===== config.mk =====
export PLATFORM = sky130hd
export DESIGN_NAME = sa_r8_edge_feeder
export DESIGN_NICKNAME = d
export VERILOG_FILES = /design/src/rtl/sa_r8_pkg.sv /design/src/rtl/booth_r8_enc.sv /design/src/rtl/sa_r8_edge_feeder.sv
export SDC_FILE = /design/constraint.sdc
export NUM_CORES = 1
export LEC_CHECK = 0
export CORE_UTILIZATION = 50
export CTS_CLUSTER_DIAMETER = 50
export DETAILED_ROUTE_END_ITERATION = 12
export PLACE_DENSITY = 0.8
export SYNTH_ARGS = -nofsm -noshare
export SYNTH_HDL_FRONTEND = slang
export SYNTH_HIERARCHICAL = 1
export SYNTH_SLANG_ARGS = --single-unit

===== constraint.sdc =====
create_clock -name CLK -period 3.3 [get_ports CLK]
set_input_delay 0.495 -clock CLK [delete_from_list [all_inputs] [get_ports CLK]]
set_output_delay 0.495 -clock CLK [all_outputs]
set_load 0.02 [all_outputs]

===== src/rtl/sa_r8_pkg.sv =====
// Shared definitions for the radix-8 edge feeder: group count, FSM states
// and the {n,q,t,d,s} flag encoding used by the recoder.
package sa_r8_pkg;

    function automatic int r8_group_count(input int width);
        return (width >> 2) + 2;
    endfunction

    typedef enum logic [1:0] {
        IDLE   = 2'd0,
        STREAM = 2'd1,
        FLUSH  = 2'd2
    } feed_state_e;

    // Flag vector layout is {n, q, t, d, s}
    localparam logic [4:0] FLAG_ZERO = 5'b00000;
    localparam logic [4:0] FLAG_S    = 5'b00001;
    localparam logic [4:0] FLAG_D    = 5'b00010;
    localparam logic [4:0] FLAG_T    = 5'b00100;
    localparam logic [4:0] FLAG_Q    = 5'b01000;
    localparam logic [4:0] FLAG_N    = 5'b10000;

endpackage


===== src/rtl/booth_r8_enc.sv =====
// Radix-8 Booth recoder for one 4-bit overlapping group {x[3i+2..3i], x[3i-1]}:
// one-hot magnitude (1/2/3/4) plus a sign flag that is set only for negative digits.
module booth_r8_enc
    import sa_r8_pkg::*;
(
    input  logic [3:0] grp,
    output logic       s,
    output logic       d,
    output logic       t,
    output logic       q,
    output logic       n
);

    logic [4:0] flags;

    always_comb begin
        flags = FLAG_ZERO;
        case (grp)
            4'b0000, 4'b1111: flags = FLAG_ZERO;
            4'b0001, 4'b0010: flags = FLAG_S;
            4'b0011, 4'b0100: flags = FLAG_D;
            4'b0101, 4'b0110: flags = FLAG_T;
            4'b0111:          flags = FLAG_Q;
            4'b1000:          flags = FLAG_Q | FLAG_N;
            4'b1001, 4'b1010: flags = FLAG_T | FLAG_N;
            4'b1011, 4'b1100: flags = FLAG_D | FLAG_N;
            4'b1101, 4'b1110: flags = FLAG_S | FLAG_N;
            default:          flags = FLAG_ZERO;
        endcase
    end

    assign {n, q, t, d, s} = flags;

endmodule


===== src/rtl/sa_r8_edge_feeder.sv =====
// Edge feeder for the radix-8 output-stationary array: accepts K beats, recodes X,
// precomputes 3*Y through two register stages, then drains with zero beats and pulses DONE.
module sa_r8_edge_feeder
    import sa_r8_pkg::*;
#(
    parameter  int WIDTH     = 16,
    parameter  int ARRAY_DIM = 8,
    parameter  int KW        = 8,
    localparam int GC        = r8_group_count(WIDTH)
) (
    input  logic               CLK,
    input  logic               RST,
    input  logic               START,
    input  logic [KW-1:0]      K_LEN,
    input  logic [WIDTH-1:0]   X_IN,
    input  logic [WIDTH-1:0]   Y_IN,
    input  logic               IN_VALID,
    output logic               IN_READY,
    output logic [GC-1:0]      S_OUT,
    output logic [GC-1:0]      D_OUT,
    output logic [GC-1:0]      T_OUT,
    output logic [GC-1:0]      Q_OUT,
    output logic [GC-1:0]      N_OUT,
    output logic [WIDTH-1:0]   Y_OUT,
    output logic [WIDTH+1:0]   TMY_OUT,
    output logic               OUT_VALID,
    output logic               OUT_LAST,
    output logic               BUSY,
    output logic               DONE
);

    localparam int FLUSH_CYCLES = 2 * ARRAY_DIM - 2;
    localparam int FW           = $clog2(2 * ARRAY_DIM - 1);

    feed_state_e     state_reg, state_next;
    logic [KW-1:0]   cnt_reg, cnt_next;
    logic [FW-1:0]   fcnt_reg, fcnt_next;
    logic            done_reg, done_next;
    logic            accept;
    logic            accept_last;

    assign accept      = IN_VALID && (state_reg == STREAM);
    assign accept_last = accept && (cnt_reg == KW'(1));

    always_ff @(posedge CLK) begin
        if (RST) begin
            state_reg <= IDLE;
            cnt_reg   <= '0;
            fcnt_reg  <= '0;
            done_reg  <= 1'b0;
        end else begin
            state_reg <= state_next;
            cnt_reg   <= cnt_next;
            fcnt_reg  <= fcnt_next;
            done_reg  <= done_next;
        end
    end

    always_comb begin
        state_next = state_reg;
        cnt_next   = cnt_reg;
        fcnt_next  = fcnt_reg;
        done_next  = 1'b0;
        case (state_reg)
            IDLE: begin
                if (START) begin
                    if (K_LEN != '0) begin
                        state_next = STREAM;
                        cnt_next   = K_LEN;
                    end else begin
                        done_next = 1'b1;
                    end
                end
            end
            STREAM: begin
                if (accept) begin
                    cnt_next = cnt_reg - KW'(1);
                    if (accept_last) begin
                        state_next = FLUSH;
                        fcnt_next  = FW'(FLUSH_CYCLES);
                    end
                end
            end
            FLUSH: begin
                fcnt_next = fcnt_reg - FW'(1);
                if (fcnt_reg == FW'(1)) begin
                    state_next = IDLE;
                    done_next  = 1'b1;
                end
            end
            default: state_next = IDLE;
        endcase
    end

    // Stage 1: a cycle with no accepted beat loads zeros, which recode to all-zero flags.
    logic signed [WIDTH-1:0] s1_x_reg;
    logic signed [WIDTH-1:0] s1_y_reg;
    logic                    s1_valid_reg;
    logic                    s1_last_reg;

    always_ff @(posedge CLK) begin
        if (RST || !accept) begin
            s1_x_reg     <= '0;
            s1_y_reg     <= '0;
            s1_valid_reg <= 1'b0;
            s1_last_reg  <= 1'b0;
        end else begin
            s1_x_reg     <= X_IN;
            s1_y_reg     <= Y_IN;
            s1_valid_reg <= 1'b1;
            s1_last_reg  <= accept_last;
        end
    end

    logic signed [3*GC-1:0] x_ext;
    logic [3*GC:0]          x_grp;
    logic [GC-1:0]          enc_s, enc_d, enc_t, enc_q, enc_n;
    logic signed [WIDTH+1:0] y_ext;
    logic signed [WIDTH+1:0] tmy;

    assign x_ext = (3*GC)'(s1_x_reg);
    assign x_grp = {x_ext, 1'b0};

    generate
        for (genvar gi = 0; gi < GC; gi++) begin : g_enc
            booth_r8_enc u_enc (
                .grp (x_grp[3*gi+3 -: 4]),
                .s   (enc_s[gi]),
                .d   (enc_d[gi]),
                .t   (enc_t[gi]),
                .q   (enc_q[gi]),
                .n   (enc_n[gi])
            );
        end
    endgenerate

    // Two guard bits make 3*Y exact for every WIDTH-bit signed Y.
    assign y_ext = (WIDTH+2)'(s1_y_reg);
    assign tmy   = y_ext + (y_ext <<< 1);

    logic [GC-1:0]    s2_s_reg, s2_d_reg, s2_t_reg, s2_q_reg, s2_n_reg;
    logic [WIDTH-1:0] s2_y_reg;
    logic [WIDTH+1:0] s2_tmy_reg;
    logic             s2_valid_reg;
    logic             s2_last_reg;

    always_ff @(posedge CLK) begin
        if (RST) begin
            s2_s_reg     <= '0;
            s2_d_reg     <= '0;
            s2_t_reg     <= '0;
            s2_q_reg     <= '0;
            s2_n_reg     <= '0;
            s2_y_reg     <= '0;
            s2_tmy_reg   <= '0;
            s2_valid_reg <= 1'b0;
            s2_last_reg  <= 1'b0;
        end else begin
            s2_s_reg     <= enc_s;
            s2_d_reg     <= enc_d;
            s2_t_reg     <= enc_t;
            s2_q_reg     <= enc_q;
            s2_n_reg     <= enc_n;
            s2_y_reg     <= s1_y_reg;
            s2_tmy_reg   <= tmy;
            s2_valid_reg <= s1_valid_reg;
            s2_last_reg  <= s1_last_reg;
        end
    end

    assign S_OUT     = s2_s_reg;
    assign D_OUT     = s2_d_reg;
    assign T_OUT     = s2_t_reg;
    assign Q_OUT     = s2_q_reg;
    assign N_OUT     = s2_n_reg;
    assign Y_OUT     = s2_y_reg;
    assign TMY_OUT   = s2_tmy_reg;
    assign OUT_VALID = s2_valid_reg;
    assign OUT_LAST  = s2_last_reg;
    assign IN_READY  = (state_reg == STREAM);
    assign BUSY      = (state_reg != IDLE);
    assign DONE      = done_reg;

endmodule


# Yosys cells after proc, flatten, opt, wreduce, memory -nomap -nowiden

Memory sizes are Yosys's and may differ from the RTL's. A register that Yosys moved wholly into a read port is not among the register bits.
Index checks and enable logic that the tools add are counted.

Eq/ne operators: 9
Mux-type cells: 18
Bitwise operators: 0
Multipliers: 0
Shift operators: 0
$add $sub $neg: 3
Div/mod/pow operators: 0
Reduce and logical (&&, ||, !) cells: 12
Order comparisons: 0

Operators by type and width:

| kind                  | number |
|---|---|
| $mux W8               | 3 |
| $add A16 B17 Y18      | 1 |
| $pmux W8 S2           | 1 |
| $mux W2               | 5 |
| $eq A8 B1 Y1 const B  | 1 |
| $mux W4               | 2 |
| $pmux W4 S2           | 1 |
| $reduce_bool A8 Y1    | 1 |
| $sub A8 B1 Y8 const B | 1 |
| $ne A2 B2 Y1 const B  | 3 |
| $pmux W2 S3           | 1 |
| $reduce_bool A2 Y1    | 3 |
| $reduce_and A5 Y1     | 1 |
| $eq A4 B1 Y1 const B  | 1 |
| $mux W1               | 4 |
| $ne A2 B1 Y1 const B  | 2 |
| $reduce_and A4 Y1     | 1 |
| $sub A4 B1 Y4 const B | 1 |
| $reduce_and A3 Y1     | 1 |
| $eq A2 B1 Y1 const B  | 1 |
| $eq A2 B2 Y1 const B  | 1 |
| $logic_and A1 B1 Y1   | 2 |
| $logic_not A2 Y1      | 1 |
| $pmux W1 S2           | 1 |
| other kinds (2)       | 2 |

Bits in latches: 0
Input port bits: 44
Logic and storage cells: 60
Bits in registers: 85
Bits in writable memories: 0
Bits in read-only memories: 480
Memories: 6

Memory list:

| memory           | words | width | read ports | clocked after memory_dff | wr ports | RTL line           | source |
|---|---|---|---|---|---|---|---|
| (name not given) | 16    | 5     | 1          | 1                        | 0        | booth_r8_enc.sv:18 | `case (grp)` |
| (name not given) | 16    | 5     | 1          | 1                        | 0        | booth_r8_enc.sv:18 |  |
| (name not given) | 16    | 5     | 1          | 1                        | 0        | booth_r8_enc.sv:18 |  |
| (name not given) | 16    | 5     | 1          | 1                        | 0        | booth_r8_enc.sv:18 |  |
| (name not given) | 16    | 5     | 1          | 1                        | 0        | booth_r8_enc.sv:18 |  |
| (name not given) | 16    | 5     | 1          | 1                        | 0        | booth_r8_enc.sv:18 |  |

# Depth between registers and ports, before layout

Gate-level depths: netlist of run 1.

Depth after elaboration: 6
Mapped depth: 8
Depth with buffers taken out: 7

# By module

Netlist of run 1, hierarchy kept.

By module, submodules not included:

| module                            | area an instance (µm²) | instances | cells each |
|---|---|---|---|
| sa_r8_edge_feeder                 | 4,194.0                | 1         | 422 |
| booth_r8_enc (g_enc[0].u_enc ...) | 90.1                   | 5         | 13 |
| booth_r8_enc (g_enc[3].u_enc)     | 86.3                   | 1         | 13 |

# Least setup slack after synthesis of run 1

No wires, ideal clock.

Kind: reg2reg
Start point: reg s1_y_reg[1]
End point: reg s2_tmy_reg[15], in the netlist TMY_OUT[15]
Data arrival time: 2,030 ps
Buffers on the path: 0
Library setup time: 123 ps
Setup slack: 1,147 ps
Data required time: 3,177 ps
Stages on the path, launching flop included: 7
Cell sequence: dfxtp_1 ha_1 fa_1 a211oi_1 nor4_1 o32ai_1 mux2_1

Longest elaborated chain between the ends: 1

RTL lines:

| what                   | RTL line                 | source |
|---|---|---|
| start, declared        | sa_r8_edge_feeder.sv:97  | `logic signed [WIDTH-1:0] s1_y_reg;` |
| start signal, assigned | sa_r8_edge_feeder.sv:104 | `s1_y_reg <= '0;` |
| start signal, assigned | sa_r8_edge_feeder.sv:109 | `s1_y_reg <= Y_IN;` |
| $add A16 B17 Y18       | sa_r8_edge_feeder.sv:139 | `assign tmy = y_ext + (y_ext <<< 1);` |
| end signal, assigned   | sa_r8_edge_feeder.sv:165 | `s2_tmy_reg <= tmy;` |
| end, declared          | sa_r8_edge_feeder.sv:143 | `logic [WIDTH+1:0] s2_tmy_reg;` |

No other way between the ends.
A chain may end at the register's enable or synchronous reset.

# Worst setup path in the final report of run 1

Start point: reg state_reg[1]
End point: out IN_READY

Longest elaborated chain between the ends: 1

RTL lines:

| what                   | RTL line                 | source |
|---|---|---|
| start, declared        | sa_r8_edge_feeder.sv:35  | `feed_state_e state_reg, state_next;` |
| start signal, assigned | sa_r8_edge_feeder.sv:52  | `state_reg <= state_next;` |
| $eq A2 B1 Y1           | sa_r8_edge_feeder.sv:180 | `assign IN_READY = (state_reg == STREAM);` |
| end, declared          | sa_r8_edge_feeder.sv:18  | `output logic IN_READY,` |

No other way between the ends.

==> flow_summary.ini, run 1 <==
[run_status]
status = completed

[timing]
relSlewSlack_pct = 47.9
finalClockSkew_ns = 0.0101
fin_ws_ns = 0.720
clock.fmax_mhz = 388
slew_viol_final = 0
setup_viol = 0
fin_crit_ns = 2.58
finalCritPeriodShare_pct = 78.2
finalSetupTns_ns = 0
hold_violations = 0
tightest_slew_ns = 0.776
rsz0062_at_grt = false

[clock_network]
cts.sinks = 113
post_cts_buffers = 0
clockBufferDepth = 2
htreeDepth = 4
numCtsBuffers = 17
ctsHoldBuffers = 0
cts_tree = built
path_clk_slew_ns = 0.06
ctsRootBufferMaster = clkbuf_8
worstSkewPairLatency_ns = 0.50
cts_resized = 0

[synth]
yosysWarnings = 6
synth-seq-area-share_pct = 47.8
synthCells = 500
synth_area_per_cell_sq_um = 9.46
synth_flop_cell = dfxtp_1
synth_cell_types = 52
ys_ff_latch = 113
synth_area_sq_um = 4730
synth_edf_count = 0
postSynth.asyncResetShare_pct = 0

[finish]
areaGrowthSynthToFinish_pct = 37.8
final_cells = 737
drive_gt1_share_pct = 7.99
num_antenna_cells = 0
fin_nets = 689

[power]
ir_worst_vdd_v = 0.000374
p_per_area_nw_per_um2 = 539
p_leak_nw = 2.69
power_w = 0.00351

[setup_path]
startpoint_type = flip-flop
r2r-end = TMY_OUT[15]
worstPathMaxFanout = 10
r2r.worst_path.cells = 6
cp-end-kind = primary output
critical_path_required_ns = 2.80
timing.rr.start = s1_y_reg[1]
path_class = flip-flop to primary output
arrival_ns = 2.09
rrSetupSlack_ns = 0.93
critical_path.endpoint = IN_READY
crit_start = state_reg[1]

[floorplanning]
io_pins = 113
std_cell_rows = 35
die_h_um = 99.3
dieArea_sq_um = 9850
initial_core_util_pct = 51.4
fp.dieW_um = 99.3
core_sq_um = 9200

[route]
first_pass_iters = 4
drc_errors = 0
routedWlPerCell_um = 13.2
postRouteWirelength_um = 9760
via_per_inst = 5.11
detail-route-antenna-nets = 0
dr.first_iter.drc_count = 113
via_count = 3764

[grt]
grt_max_degree = 40
grt_pass1_wl_um = 16100
grt_use_total_pct = 20.7
grt_overflow_total = 0
grt_pass1_vias = 3567
antenna_found_initial = 0

[placed_design]
dp.cells = 705
dp_hpwl_um = 6820
io_buffers = 112
gp_congestion = 0.835
pre_cts_ws_ns = 0.857

[run]
drv_cap = 0

[worst_hold_path]
min_path_type = flip-flop to flip-flop
whs_path_depth = 1
-- per-layer routing --
layer / global-route usage, % / share of wire [%] / vias up
li1: - / - / 1903
met1: 24.8 / 45 / 1738
met2: 34.5 / 48 / 115
met3: 6.89 / 6.7 / 8
met4: 7.69 / 0.79 / 0
met5: 0 / 0 / -
-- synth_stat cells (2+ instances only) --
cell type,instances,area (sq um)
dfxtp_1,113,2260
nor2b_1,55,344
and2_1,39,244
ha_1,31,388
nor2_1,31,116
inv_1,29,109
nand2_1,26,97.6
a21oi_1,24,120
clkbuf_1,20,75.1
nor3_1,13,65.1
o21ai_0,12,60.1
xor2_1,11,96.3
a21o_1,7,52.6
mux2_2,7,78.8
a211oi_1,6,45.0
nand2b_1,6,37.5
nand3_1,6,30.0
nand3b_1,6,45.0
a21boi_0,5,37.5
nor4_1,4,25.0
xnor2_1,4,35.0
nand4_1,3,18.8
o21ai_1,3,15.0
a31oi_1,2,12.5
and3_1,2,12.5
buf_4,2,15.0
mux2_1,2,22.5
mux2i_1,2,20.0
o221ai_1,2,17.5
o22ai_1,2,12.5
o32ai_1,2,17.5
or2_2,2,12.5
or4_4,2,22.5
-- where the power goes --
part,leakage [nW],switching (W),internal [W],total (W)
Combinational,1.49,0.000137,0.000144,0.000281
Sequential,0.916,0.0000262,0.00140,0.00143
Clock,0.285,0.000649,0.00116,0.00180
-- worst min path at each step --
stage / to / slack [ns] / from
after floorplan: OUT_LAST / 0.41 / s1_last_reg
after global placement: OUT_VALID / 0.43 / s1_valid_reg
after detailed placement: OUT_VALID / 0.43 / s1_valid_reg
after CTS: OUT_VALID / 0.44 / s1_valid_reg
after global routing: OUT_LAST / 0.46 / s1_last_reg
final: OUT_LAST / 0.44 / s1_last_reg
-- stage by stage --
| stage | cell area, sq um | hold slack (ns) | util [%] |
|---|---|---|---|
| 2_1_floorplan | 4730 | 0.414 | - |
| 3_3_place_gp | 5920 | 0.433 | 64.4 |
| 3_5_place_dp | 5920 | 0.430 | 64.4 |
| 4_1_cts | 6520 | 0.444 | 70.9 |
| 5_1_grt | 6520 | 0.456 | 70.9 |
| 6_report | 6520 | 0.439 | 70.9 |
-- layout make-up --
class                           instances  area [sq um]
Fill cell                             699          2680
Multi-Input combinational cell        336          2260
Sequential cell                       113          2260
Timing Repair Buffer                  116          1150
Clock buffer                           17           414
Clock inverter                         15           184
Tap cell                              111           139
Inverter                               29           109
-- cells by family after synthesis --
family,synth area share (%)
muxes,2.57
adders and majority gates,8.62
xor gates and xnor gates,2.78
AOI/OAI and AO/OA,10.4
other,0.0793
and+or+nand+nor,23.3
DFF,47.8
buffers and inverters,4.44
-- layout by cell type (no fill, tap or decap), drive strengths merged, types with 4 or more instances in the layout --
cell type      synthesis  routed
nand3                  6       6
and2                  39      39
nor3                  13      13
inv                   29      32
dfxtp                113     113
nor4                   4       4
clkinv                 0       6
nand2b                 6       6
ha                    31      31
o21ai                 15      15
mux2                   9       9
a21oi                 25      25
nand2                 26      26
xor2                  11      11
clkbuf                20      17
buf                    3       5
a21boi                 5       5
nand3b                 6       6
nor2b                 55      55
a21o                   7       7
a211oi                 6       6
xnor2                  4       4
clkdlybuf4s50          0     111
nor2                  31      31
-- critical path, stage by stage, from the launching register on --
cell and delay, ns:
dfxtp_1 0.48, nand2b_1 0.37, inv_1 0.17, clkdlybuf4s50_1 0.57
(Power assumes the default switching activity.)
==> inputs of run 2 (changes only) <==
--- a/config.mk
+++ b/config.mk
@@ -5,10 +5,10 @@
 export SDC_FILE = /design/constraint.sdc
 export NUM_CORES = 1
 export LEC_CHECK = 0
-export CORE_UTILIZATION = 50
+export CORE_UTILIZATION = 45
 export CTS_CLUSTER_DIAMETER = 50
 export DETAILED_ROUTE_END_ITERATION = 12
-export PLACE_DENSITY = 0.8
+export PLACE_DENSITY = 0.76
 export SYNTH_ARGS = -nofsm -noshare
 export SYNTH_HDL_FRONTEND = slang
 export SYNTH_HIERARCHICAL = 1
==> constraint.sdc (replaced) <==
create_clock -name CLK -period 2.2 [get_ports CLK]
set_input_delay 0.33 -clock CLK [delete_from_list [all_inputs] [get_ports CLK]]
set_output_delay 0.33 -clock CLK [all_outputs]
set_load 0.02 [all_outputs]
==> run 2 against run 1 <==
Clock skew is 0.0053 ns lower. Worst setup slack worse by 0.64 ns. Power is 61% higher.
==> flow_summary.ini, run 2 (synthesized netlist as in run 1, its figures left out) <==
[route]
via_count = 3778
routedWlPerCell_um = 12.9
via_per_inst = 4.90
detail-route-antenna-nets = 0
postRouteWirelength_um = 9980
first_pass_iters = 4
dr.first_iter.drc_count = 168
drc_errors = 0

[placed_design]
io_buffers = 112
dp_hpwl_um = 6980
dp.cells = 740
pre_cts_ws_ns = -0.0370
gp_congestion = 0.851

[setup_path]
path_buf_inv = 0
worstPathMaxFanout = 3
critical_path_required_ns = 2.59
startpoint_type = flip-flop
worst_path_largest_cell_delay_ns = 0.44
critical_path.cell_chain = ha_1 > fa_1 > a211oi_2 > nor4_2 > o32ai_1 > mux2_1
worst_path_max_delay_cell = fa_1
cp-end-kind = flip-flop
path_class = flip-flop to flip-flop
arrival_ns = 2.51
path_delay_family = adder cells

[timing]
fin_ws_ns = 0.0827
finalCritPeriodShare_pct = 96.2
slew_viol_final = 0
hold_violations = 0
holdWs_ns = 0.133
finalSetupTns_ns = 0
clock.fmax_mhz = 472
setup_viol = 0
fin_crit_ns = 2.12
finalClockSkew_ns = 0.00483

[finish]
ff_latch_area_sq_um = 2260
fin_nets = 699
final_cell_mix = 112 x dfxtp_1, 109 x clkdlybuf4s50_1, 55 x nor2b_1, 39 x and2_1, 31 x ha_1
final_cells = 771
num_antenna_cells = 0
fill_cells = 839
final_common_cell = dfxtp_1
multi_input_area_sq_um = 2280
drive_gt1_share_pct = 9.76
areaGrowthSynthToFinish_pct = 42.0

[clock_network]
path_clk_slew_ns = 0.05
ctsRootBufferMaster = clkbuf_8
cts.sinks = 113
clockBufferDepth = 2
numCtsBuffers = 17
ctsHoldBuffers = 0
cts_tree = built
htreeDepth = 4
worstSkewPairLatency_ns = 0.50

[grt]
grt_pass1_wl_um = 16500
grt_pass1_vias = 3587
grt_max_degree = 27
antenna_found_initial = 0
grt_use_total_pct = 19.1
grt_overflow_total = 0

[floorplanning]
dieArea_sq_um = 10900
std_cell_rows = 37
core_sq_um = 10300
initial_core_util_pct = 46.0
io_pins = 113
fp.dieW_um = 105
die_h_um = 105

[power]
p_per_area_nw_per_um2 = 842
p_leak_nw = 2.79
power_w = 0.00565
ir_worst_vdd_v = 0.000576

[run_status]
status = completed

[worst_hold_path]
min_path_type = input port to flip-flop

[run]
drv_cap = 0
[run 2: cell count changes in the layout (fill, tap and decap cells not counted), sizes merged]
cell           previous run  this run
buf                       5        15
bufinv                    3         6
clkbuf                   17        22
clkdlybuf4s50           111       109
clkinv                    6         2
clkinvlp                  3         1
dlygate4sd2               0         2
inv                      32        29
[run 2: worst paths after layout]
check / startpoint / end / slack [ns] / cells after the start
max reg2reg: s1_y_reg[0] / TMY_OUT[15] / 0.08 / 6
max: s1_y_reg[0] / TMY_OUT[15] / 0.08 / 6
min: RST / cnt_reg[2] / 0.13 / 2
min reg2reg: s1_last_reg / OUT_LAST / 0.45 / 1
[run 2: per-layer routing]
| metal | track usage [%] | up-vias | wire [um] |
|---|---|---|---|
| li1 | - | 1916 | - |
| met1 | 22.6 | 1738 | 4450 |
| met2 | 30.5 | 113 | 4670 |
| met3 | 8.98 | 11 | 765 |
| met4 | 5.82 | 0 | 98 |
| met5 | 0 | - | 0 |
[run 2: layout make-up]
type / count / share of cell area [%]
Clock inverter: 9 / 3.00
Timing Repair Buffer: 126 / 18.1
Clock buffer: 22 / 7.04
Tap cell: 136 / 2.53
Sequential cell: 113 / 33.7
Inverter: 29 / 1.62
Multi-Input combinational cell: 336 / 34.0
[run 2: repair_timing]
action	CTS	global route
buffers inserted	0	0
pin swaps	0	2
hold endpoints to repair	0	0
gates cloned	0	0
setup endpoints to repair	3	3
resized for setup	4	3
[run 2: where the power goes]
part	switching [W]	total, W	internal (W)
registers	0.0000417	0.00215	0.00210
clock network	0.000902	0.00308	0.00218
logic	0.000202	0.000425	0.000223
total	0.00115	0.00565	0.00451
[run 2: worst reg2reg max path, cell delays in order (launching register included)]
cell and delay [ns]:
dfxtp_1 0.31, ha_1 0.23, fa_1 0.44, a211oi_2 0.29, nor4_2 0.10, o32ai_1 0.28, mux2_1 0.35
[run 2: stage by stage]
stage	area, sq um	utilization [%]
floorplan	4730	-
global placement	6030	58.6
detailed placement	6030	58.6
CTS	6710	65.2
global route	6720	65.4
finish	6720	65.4
